--- src/rtl/wb_bus_arbiter.sv ---
// Two-master Wishbone arbiter (fetch m0, data m1) with round-robin, burst-safe locking
// and a stall watchdog that aborts unacknowledged transfers.
module wb_bus_arbiter #(
   parameter int ADDR_W  = 24,
   parameter int DATA_W  = 16,
   parameter int TIMEOUT = 255
) (
   input  logic              i_clk,
   input  logic              i_rst,
   input  logic              m0_cyc,
   input  logic              m0_stb,
   input  logic [ADDR_W-1:0] m0_adr,
   input  logic              m0_4_burst,
   input  logic              m0_8_burst,
   output logic              m0_ack,
   output logic              m0_err,
   output logic [DATA_W-1:0] m0_i_dat,
   input  logic              m1_cyc,
   input  logic              m1_stb,
   input  logic              m1_we,
   input  logic [ADDR_W-1:0] m1_adr,
   input  logic [DATA_W-1:0] m1_o_dat,
   input  logic [1:0]        m1_sel,
   input  logic              m1_4_burst,
   input  logic              m1_8_burst,
   output logic              m1_ack,
   output logic              m1_err,
   output logic [DATA_W-1:0] m1_i_dat,
   output logic              u_cyc,
   output logic              u_stb,
   output logic              u_we,
   output logic [ADDR_W-1:0] u_adr,
   output logic [DATA_W-1:0] u_o_dat,
   output logic [1:0]        u_sel,
   output logic              u_4_burst,
   output logic              u_8_burst,
   input  logic              u_ack,
   input  logic              u_err,
   input  logic [DATA_W-1:0] u_i_dat
);

   typedef enum logic [1:0] {IDLE, G0, G1, DRAIN} state_t;

   localparam logic [7:0] WD_LAST = 8'(TIMEOUT - 1);

   state_t     state_q, state_d;
   logic       last_q, last_d;   // 0: fetch granted last, 1: data granted last
   logic [7:0] wd_q, wd_d;

   logic req0, req1, gnt0, gnt1, stall, timeout_hit;

   assign req0 = m0_cyc & m0_stb;
   assign req1 = m1_cyc & m1_stb;
   assign gnt0 = (state_q == G0);
   assign gnt1 = (state_q == G1);

   assign stall       = (gnt0 | gnt1) & u_stb & ~u_ack & ~u_err;
   assign timeout_hit = stall & (wd_q == WD_LAST);

   // Read data is shared; only the owner's ack qualifies it.
   assign m0_i_dat = u_i_dat;
   assign m1_i_dat = u_i_dat;

   always_ff @(posedge i_clk or posedge i_rst) begin
      if (i_rst) begin
         state_q <= IDLE;
         last_q  <= 1'b1;
         wd_q    <= '0;
      end else begin
         state_q <= state_d;
         last_q  <= last_d;
         wd_q    <= wd_d;
      end
   end

   always_comb begin
      state_d = state_q;
      last_d  = last_q;
      wd_d    = (stall && !timeout_hit) ? wd_q + 8'd1 : 8'd0;
      case (state_q)
         IDLE: begin
            if (req0 && (!req1 || last_q)) begin
               state_d = G0;
               last_d  = 1'b0;
            end else if (req1) begin
               state_d = G1;
               last_d  = 1'b1;
            end
         end
         G0: begin
            if (timeout_hit) begin
               state_d = DRAIN;
            end else if (!m0_cyc) begin
               if (req1) begin
                  state_d = G1;
                  last_d  = 1'b1;
               end else begin
                  state_d = IDLE;
               end
            end
         end
         G1: begin
            if (timeout_hit) begin
               state_d = DRAIN;
            end else if (!m1_cyc) begin
               if (req0) begin
                  state_d = G0;
                  last_d  = 1'b0;
               end else begin
                  state_d = IDLE;
               end
            end
         end
         DRAIN: begin
            // last_q still names the aborted owner
            if (!(last_q ? m1_cyc : m0_cyc)) state_d = IDLE;
         end
         default: state_d = IDLE;
      endcase
   end

   always_comb begin
      u_cyc     = 1'b0;
      u_stb     = 1'b0;
      u_we      = 1'b0;
      u_adr     = '0;
      u_o_dat   = '0;
      u_sel     = 2'b00;
      u_4_burst = 1'b0;
      u_8_burst = 1'b0;
      m0_ack    = 1'b0;
      m0_err    = 1'b0;
      m1_ack    = 1'b0;
      m1_err    = 1'b0;
      if (gnt0) begin
         u_cyc     = m0_cyc;
         u_stb     = m0_stb;
         u_adr     = m0_adr;
         u_sel     = 2'b11;
         u_4_burst = m0_4_burst;
         u_8_burst = m0_8_burst;
         m0_ack    = u_ack;
         m0_err    = u_err | timeout_hit;
      end else if (gnt1) begin
         u_cyc     = m1_cyc;
         u_stb     = m1_stb;
         u_we      = m1_we;
         u_adr     = m1_adr;
         u_o_dat   = m1_o_dat;
         u_sel     = m1_sel;
         u_4_burst = m1_4_burst;
         u_8_burst = m1_8_burst;
         m1_ack    = u_ack;
         m1_err    = u_err | timeout_hit;
      end
   end

endmodule

--- config.mk ---
export PLATFORM = sky130hd
export DESIGN_NAME = wb_bus_arbiter
export DESIGN_NICKNAME = d
export VERILOG_FILES = /design/src/rtl/wb_bus_arbiter.sv
export SDC_FILE = /design/constraint.sdc
export NUM_CORES = 1
export LEC_CHECK = 0
export ABC_AREA = 1
export ABC_CLOCK_PERIOD_IN_PS = 1800
export CORE_ASPECT_RATIO = 0.6
export CORE_MARGIN = 2
export CORE_UTILIZATION = 25
export DETAILED_ROUTE_END_ITERATION = 10
export GPL_ROUTABILITY_DRIVEN = 1
export GPL_TIMING_DRIVEN = 0
export PLACE_DENSITY_LB_ADDON = 0.08
export SLEW_MARGIN = 40
export SYNTH_ARGS = -nofsm -noshare
export SYNTH_HDL_FRONTEND = slang
export SYNTH_SLANG_ARGS = --single-unit
--- constraint.sdc ---
create_clock -name i_clk -period 1.8 [get_ports i_clk]
set_input_delay 0.54 -clock i_clk [delete_from_list [all_inputs] [get_ports i_clk]]
set_output_delay 0.54 -clock i_clk [all_outputs]
set_load 0.05 [all_outputs]
Word level (Yosys, flattened, before mapping)
Index checks and enable logic that the tools add are counted.
{ "op_classes": {"eq_ne": 13, "n_bitwise": 10, "reduce_logical": 9, "n_mux": 42, "add_sub_neg": 1} }
{ "ops": {"columns": ["cell", "count"], "rows": [
  ["$mux 24", 2],
  ["$mux 16", 2],
  ["$mux 1", 25],
  ["$mux 2", 10],
  ["$ne 2x2->1 const B", 6],
  ["$add 8x1->8 const B", 1],
  ["$eq 8x8->1 const B", 1],
  ["$mux 8", 1],
  ["$pmux 2 s4", 1],
  ["$and 1x1->1", 6],
  ["$ne 3x2->1 const B", 2],
  ["$reduce_and 6->1", 1],
  ["$eq 2x2->1 const B", 2],
  ["$reduce_and 4->1", 1],
  ["$ne 3x3->1 const B", 1],
  ["$pmux 1 s3", 1],
  ["$reduce_bool 3->1", 1],
  ["$eq 2x1->1 const B", 1],
  ["$logic_and 1x1->1", 2],
  ["$logic_not 1->1", 2],
  ["$logic_not 2->1", 1],
  ["$not 1->1", 2],
  ["$or 1x1->1", 2],
  ["$logic_or 1x1->1", 1]
]} }
{ "word_totals": {"output_inout_bits": 83, "input_bits": 95, "regBits": 11, "elab_cells": 78} }

Depth between registers and ports, before layout
Gate-level depths: netlist (run 1).
{ "logic_depth": {"depth_word": 10, "depth_mapped": 12} }

Least setup slack after synthesis (run 1)
OpenSTA, ideal clock, no wires.
{ "synth_timing": {"kind": "register -> output", "from": "reg state_q[1]", "to": "out u_cyc", "n_path_buf": 1, "path_stages_with_launch": 5, "t_arrival_ns": 1.934, "slack_ns": -0.674, "path_cell_list": "dfrtp_1 > inv_1 > ha_1 > buf_2 > o21ai_0"} }
{ "synth_via": {"elab_chain_len": 3, "word_cells_on_any_way": 4} }
{ "synth_lines": {"columns": ["element", "line_no", "rtl"], "rows": [
  ["start, declared", "46", "state_t state_q, state_d;"],
  ["start signal, assigned", "70", "state_q <= state_d;"],
  ["$eq 2x2->1", "55", "assign gnt1 = (state_q == G1);"],
  ["$mux 1", "144", "end else if (gnt1) begin"],
  ["$mux 1 *", "135", "if (gnt0) begin"],
  ["end, declared", "29", "output logic u_cyc,"]
]} }
Mark *: on every way between the ends. The rest lies on a longest branch, timed or not.

Worst setup path in the final report (run 1)
{ "layout_timing": {"from": "reg state_q[1]", "to": "out m0_err"} }
{ "layout_via": {"elab_chain_len": 9, "word_cells_on_any_way": 11} }
{ "layout_lines": {"columns": ["element", "line_no", "rtl"], "rows": [
  ["$eq 2x2->1", "55", null],
  ["$mux 1", "144", null],
  ["$mux 1", "135", null],
  ["$and 1x1->1 (3 in a row)", "57", "assign stall = (gnt0 | gnt1) & u_stb & ~u_ack & ~u_err;"],
  ["$and 1x1->1", "58", "assign timeout_hit = stall & (wd_q == WD_LAST);"],
  ["$or 1x1->1", "143", "m0_err = u_err | timeout_hit;"],
  ["$mux 1 *", "135", null],
  ["end, declared", "16", "output logic m0_err,"]
]} }
Marks and branches as above.

==> flow_summary.json, run 1 <==
{
  "worst_pin_slew_ns": 0.512,
  "grt_pass1_vias": 2076,
  "yosysTopAreaCellShare_pct": 26.1,
  "io_buffers": 161,
  "insertion_delay_ns": 0.24,
  "vias": 2373,
  "dpl_cell_area_sq_mm": 0.00392,
  "wirelength_mm": 6.93,
  "hold_viol": 0,
  "numCtsBuffers": 3,
  "clkTransAtPathRegs_ns": 0.05,
  "fin_area_sq_mm": 0.00445,
  "netlist_top_cells_area": "nand2_1, dfrtp_1, buf_4",
  "vdd_drop_max_mv": 0.767,
  "synth_top_area_cell": "nand2_1",
  "fillers": 455,
  "holdCritPathClass": "reg -> reg",
  "cp_num_buf_inv": 3,
  "clock-sinks": 11,
  "core_area_sq_mm": 0.00606,
  "hold_ws_ns": 0.531,
  "start_kind": "flop",
  "grt_pass1_wl_mm": 9.70,
  "initial_core_util_pct": 25.6,
  "cpLargestDelayFamily": "flip-flops",
  "fmax_ghz": 0.454,
  "clock_path_buffers": 2,
  "synth.net_count": 375,
  "worstPathArrival_ns": 1.66,
  "final_common_cell": "clkdlybuf4s50_1",
  "drtIter0Drc": 75,
  "synth_area_sq_mm": 0.00155,
  "antenna_found_initial": 0,
  "status": "finished with violations",
  "ios": 178,
  "p_per_area_mw_per_mm2": 1470,
  "finalSetupViolations": 51,
  "r2r_slack_ns": 0.05,
  "grt_setup_unrepaired": "true",
  "chipHeight_um": 65.0,
  "insertedDiodeCount": 0,
  "post-dp-hpwl_mm": 5.48,
  "h-tree-depth": 1,
  "routedWlPerCell_um": 12.7,
  "drc": 0,
  "root_buffer": "clkbuf_8",
  "cap_violations": 0,
  "drtPass1Iterations": 4,
  "crit_fanout": 5,
  "syn_area_per_cell_sq_um": 5.69,
  "violations": "negative setup slack",
  "path_class": "reg -> out",
  "end_kind": "output pin",
  "p_leak_nw": 2.12,
  "slew_headroom_pct": 66.0,
  "gp_congestion": 0.854,
  "grt_start_max_net_pins": 12,
  "cts_tree": "done",
  "drv_slew": 0,
  "ant_nets": 0,
  "placementRows": 22,
  "ys_types": 24,
  "ys_warn_count": 0,
  "critPathMaxStageDelay_ns": 0.41,
  "slowest_stage": "dfrtp_1",
  "ys_seq_area_share_pct": 17.8,
  "final_nets": 563,
  "final_cell_mix": "clkdlybuf4s50_1, nand2_1, buf_4, nand2_4, dlygate4sd2_1",
  "finalWorstSetupSlack_ns": -0.402,
  "via_per_inst": 4.36,
  "clock_skew_ns": 0.00315,
  "drive_above_1_share_pct": 48.7,
  "crit_chain": "inv_2 > ha_4 > inv_6 > nand2_4 > nand2_4 > nor2_4 > nand2_4 > a21oi_4 > buf_8",
  "cp.required_ns": 1.26,
  "final.min_clock_period_ns": 2.20,
  "hold_buffers": 0,
  "synthCells": 273,
  "crit_top_cell": "nand2_4",
  "die_w_um": 106,
  "grt_use_total_pct": 17.4,
  "multi_input_area_sq_mm": 0.00154,
  "layout_worst_path_cycle_share_pct": 122,
  "die_area_sq_mm": 0.00688,
  "area_growth_pct": 186,
  "overflow": 0,
  "synth-seq-cells": 11,
  "seq_area_sq_um": 278
}
## stage by stage
step	worst slack [ns]	cells	util, %	setup TNS [ns]	power (W)
2_1_floorplan	-0.209	273	-	-1.88	0.00395
3_3_place_gp	-1.27	518	64.8	-45.42	0.00526
3_5_place_dp	-1.26	518	64.8	-46.12	0.00529
4_1_cts	-0.420	530	66.9	-17.43	0.00580
5_1_grt	-0.466	544	73.5	-19.46	0.00685
6_report	-0.402	544	73.5	-16.08	0.00654
## worst register-to-register path, delay by kind of cell, from the launching register on
family | cells | cell delay, ns
buffers and inverters | 4 | 0.47
and+or+nand+nor | 8 | 0.54
DFF | 1 | 0.41
adders and majority gates | 1 | 0.21
## layout make-up
class | instances | area share (%)
timing repair buffer | 183 | 43.7
multi-input combinational | 198 | 34.6
buffer | 45 | 10.2
sequential | 11 | 6.24
tap | 84 | 2.36
inverter | 19 | 1.86
clock buffer | 4 | 1.01
## flip-flops by register name, summed over array words and instances (netlist names)
signal   count
wd_q         8
state_q      2
last_q       1
## path summary, 6_finish.rpt
| kind | start | endpoint | cells after the start |
|---|---|---|---|
| setup / recovery | state_q[1]$_DFFE_PP0P_ | m0_err | 9 |
| max in group asynchronous | i_rst | last_q$_DFFE_PP1P_ | 2 |
| hold reg to reg | wd_q[0]$_DFF_PP0_ | wd_q[0]$_DFF_PP0_ | 1 |
| setup reg to reg | state_q[1]$_DFFE_PP0P_ | state_q[0]$_DFFE_PP0P_ | 13 |
| min in group asynchronous | i_rst | wd_q[6]$_DFF_PP0_ | 2 |
| hold / removal | wd_q[0]$_DFF_PP0_ | wd_q[0]$_DFF_PP0_ | 1 |
## cell usage after synthesis
cell type and n:
o21bai_1 2, buf_1 1, nor3_1 1, nor2_1 29, o21ai_2 1, ha_1 7
inv_2 1, a21oi_1 3, dfrtp_1 10, xnor2_1 1, buf_2 8, nand4_1 1
xor2_1 2, nand2_2 3, nor2_2 1, buf_4 32, inv_1 18, nand2_1 108
clkbuf_1 4, nor3b_1 2, dfstp_2 1, o211ai_1 1, o21ai_0 3, nand3_1 33
## timing repair
action	4_1_cts	5_1_grt
hold endpoints to repair	0	0
setup buffers	8	12
cloned	0	2
pin swaps	7	5
resized for setup	400	66
setup endpoints to repair	83	51
## cells by family (layout without fill, tap and decap cells)
| family | count (synthesis) | in the layout | share of synthesized area, % |
|---|---|---|---|
| AO/OA/AOI/OAI | 10 | 10 | 3.95 |
| XOR/XNOR | 3 | 3 | 1.69 |
| adder cells (fa/ha/maj) | 7 | 7 | 5.64 |
| buffers and inverters | 64 | 251 | 23.9 |
| flip-flops | 11 | 11 | 17.8 |
| AND/OR/NAND/NOR | 178 | 178 | 47.1 |
## per-layer routing
| layer | GRT usage (%) | routed length [um] |
|---|---|---|
| met2 | 30.2 | 3500 |
| met5 | 0 | 0 |
| met4 | 1.48 | 23 |
| met3 | 4.23 | 504 |
| met1 | 22.8 | 2900 |
## power by group
| part | internal [W] | switching, W |
|---|---|---|
| logic | 0.00251 | 0.00344 |
| clock network | 0.000155 | 0.0000904 |
| registers | 0.000290 | 0.0000491 |
| total | 0.00296 | 0.00358 |
Power figures use the tool's default switching activity.
==> run 2, diff against run 1 <==
--- a/config.mk
+++ b/config.mk
@@ -14,7 +14,6 @@
 export GPL_ROUTABILITY_DRIVEN = 1
 export GPL_TIMING_DRIVEN = 0
 export PLACE_DENSITY_LB_ADDON = 0.08
-export SLEW_MARGIN = 40
 export SYNTH_ARGS = -nofsm -noshare
 export SYNTH_HDL_FRONTEND = slang
 export SYNTH_SLANG_ARGS = --single-unit
==> results of run 2 <==
Final layout, timing and power as in run 1 (identical DEF).
==> run 3, diff against run 2 <==
==> constraint.sdc (replaced) <==
create_clock -name i_clk -period 1.8 [get_ports i_clk]
set_input_delay 0.36 -clock i_clk [delete_from_list [all_inputs] [get_ports i_clk]]
set_output_delay 0.36 -clock i_clk [all_outputs]
set_load 0.05 [all_outputs]
==> run 3 against run 2 <==
  * The run still ends with negative setup slack left
  * Combinational power is 9.4% lower
  * Core utilization decreased by 6.1 points
  * Total power fell by 8.6%
  * Design area decreased by 8.3%
  * Setup slack better by 0.10 ns
  * Critical path depth stayed put
  * Fmax is 4.8% higher
  * Count of clock-buffer cells in the layout did not move
==> flow_summary.json, run 3 (synthesis gave the netlist of run 1 again) <==
{
  "path_class": "reg -> out",
  "drtIter0Drc": 171,
  "worstPathArrival_ns": 1.74,
  "insertedDiodeCount": 0,
  "drtPass1Iterations": 4,
  "vdd_drop_max_mv": 0.840,
  "crit_fanout": 5,
  "clock-sinks": 11,
  "via_per_inst": 4.41,
  "slew_headroom_pct": 66.4,
  "hold_buffers": 0,
  "r2r_end": "state_q[1]$_DFFE_PP0P_",
  "pwr-share-seq_pct": 5.7,
  "cts_tree": "done",
  "hold_viol": 0,
  "antenna_found_initial": 0,
  "chipHeight_um": 65.0,
  "violations": "negative setup slack",
  "end_kind": "output pin",
  "worst_pin_slew_ns": 0.503,
  "grt_pass1_vias": 2374,
  "top_register": "wd_q",
  "p_comb_share_pct": 90.3,
  "post-dp-hpwl_mm": 5.35,
  "wirelength_mm": 7.17,
  "clkTransAtPathRegs_ns": 0.05,
  "hold_ws_ns": 0.421,
  "grt_setup_unrepaired": "true",
  "fmax_ghz": 0.476,
  "final_cell_mix": "clkdlybuf4s50_1, nand2_1, buf_6, buf_4, nand3_1",
  "core_area_sq_mm": 0.00606,
  "ios": 178,
  "grt_start_max_net_pins": 12,
  "r2r-start": "state_q[0]$_DFFE_PP0P_",
  "clock_skew_ns": 0.00170,
  "vias": 2394,
  "grt_use_total_pct": 19.1,
  "drive_above_1_share_pct": 41.4,
  "r2r_cells": 14,
  "gp_congestion": 0.863,
  "final.min_clock_period_ns": 2.10,
  "drv_slew": 0,
  "tns_ns": -8.59,
  "grt_pass1_wl_mm": 10.7,
  "cp.required_ns": 1.44,
  "r2r_slack_ns": -0.04,
  "ant_nets": 0,
  "die_area_sq_mm": 0.00688,
  "p_leak_nw": 1.94,
  "layout_worst_path_cycle_share_pct": 117,
  "overflow": 0,
  "placementRows": 22,
  "die_w_um": 106,
  "area_growth_pct": 163,
  "fillers": 498,
  "h-tree-depth": 1,
  "routedWlPerCell_um": 13.2,
  "root_buffer": "clkbuf_8",
  "power_switching_share_pct": 55.9,
  "holdCritPathClass": "in -> async",
  "numCtsBuffers": 3,
  "cap_violations": 0,
  "internal-power_w": 0.00264,
  "p_per_area_mw_per_mm2": 1470,
  "start_kind": "flop",
  "finalSetupViolations": 52,
  "power_w": 0.00598,
  "clock_path_buffers": 2,
  "finalWorstSetupSlack_ns": -0.300,
  "switchingPower_w": 0.00334,
  "largest_registers": "wd_q (8), state_q (2), last_q (1)",
  "final_nets": 562,
  "status": "finished with violations",
  "insertion_delay_ns": 0.23,
  "clkPwrFrac_pct": 4.0,
  "largest_reg_flops": 8,
  "io_buffers": 161,
  "final_common_cell": "clkdlybuf4s50_1",
  "initial_core_util_pct": 25.6,
  "drc": 0
}
-- run 3: changes by cell type in the layout (fill, tap and decap cells not counted), sizes merged --
cell | before | now
clkdlybuf4s50 | 73 | 110
dlygate4sd2 | 37 | 0
clkbuf | 10 | 8
bufbuf | 0 | 1
clkinvlp | 1 | 0
inv | 18 | 19
-- run 3: critical path: stages, from the launching register on --
cell,delay [ns]
dfrtp_2,0.45
inv_4,0.10
ha_4,0.19
nand2_4,0.07
nand2_4,0.08
nand2_4,0.06
nor2_4,0.13
nand2_4,0.09
a21oi_4,0.16
buf_6,0.17
-- run 3: worst max path at each step --
stage / from / to / slack, ns / cells after the start
after global routing: state_q[0]$_DFFE_PP0P_ / m0_err / -0.37 / 9
after CTS: state_q[0]$_DFFE_PP0P_ / m0_err / -0.23 / 9
final: state_q[0]$_DFFE_PP0P_ / m0_err / -0.30 / 9
after floorplan: state_q[0]$_DFFE_PP0P_ / u_o_dat[15] / -0.09 / 6
after detailed placement: m0_stb / m0_err / -0.95 / 8
after global placement: m0_stb / m0_err / -0.96 / 8
-- run 3: cell type report --
| class | instances | area [sq um] | area share [%] |
|---|---|---|---|
| clock buffer | 4 | 45.0 | 1.10 |
| inverter | 19 | 76.3 | 1.87 |
| multi-input combinational | 198 | 1220 | 29.9 |
| timing repair buffer | 183 | 1970 | 48.2 |
| sequential | 11 | 278 | 6.81 |
| buffer | 44 | 388 | 9.51 |
| tap | 84 | 105 | 2.58 |
-- run 3: metal layers --
metal | vias up | GRT usage [%] | share of wire, %
met5 | - | 0 | 0
met4 | 0 | 5.26 | 1.3
met3 | 10 | 4.93 | 9.1
met2 | 129 | 35.5 | 52
met1 | 1067 | 21.8 | 38
li1 | 1188 | - | -
-- run 3: timing repair --
action | in CTS | in global routing
buffers inserted | 11 | 7
endpoints found under the setup margin | 51 | 54
resized for setup | 421 | 22
gates cloned | 4 | 0
pin swaps | 6 | 8
-- run 3: power by group through the flow --
stage	clock, W	sequential [W]	combinational (W)
3_3_place_gp	0	0.000329	0.00418
5_1_grt	0.000266	0.000342	0.00567
2_1_floorplan	0	0.000322	0.00289
3_5_place_dp	0	0.000331	0.00421
6_report	0.000240	0.000338	0.00540
4_1_cts	0.000251	0.000333	0.00517
-- run 3: per-stage QoR --
step | worst slack (ns) | area [sq um] | utilization [%] | std cells
global route | -0.374 | 4080 | 67.3 | 543
floorplan | -0.0862 | 1740 | - | 273
global placement | -0.956 | 3450 | 57.0 | 518
finish | -0.300 | 4080 | 67.3 | 543
detailed placement | -0.952 | 3450 | 57.0 | 518
CTS | -0.231 | 3960 | 65.3 | 537
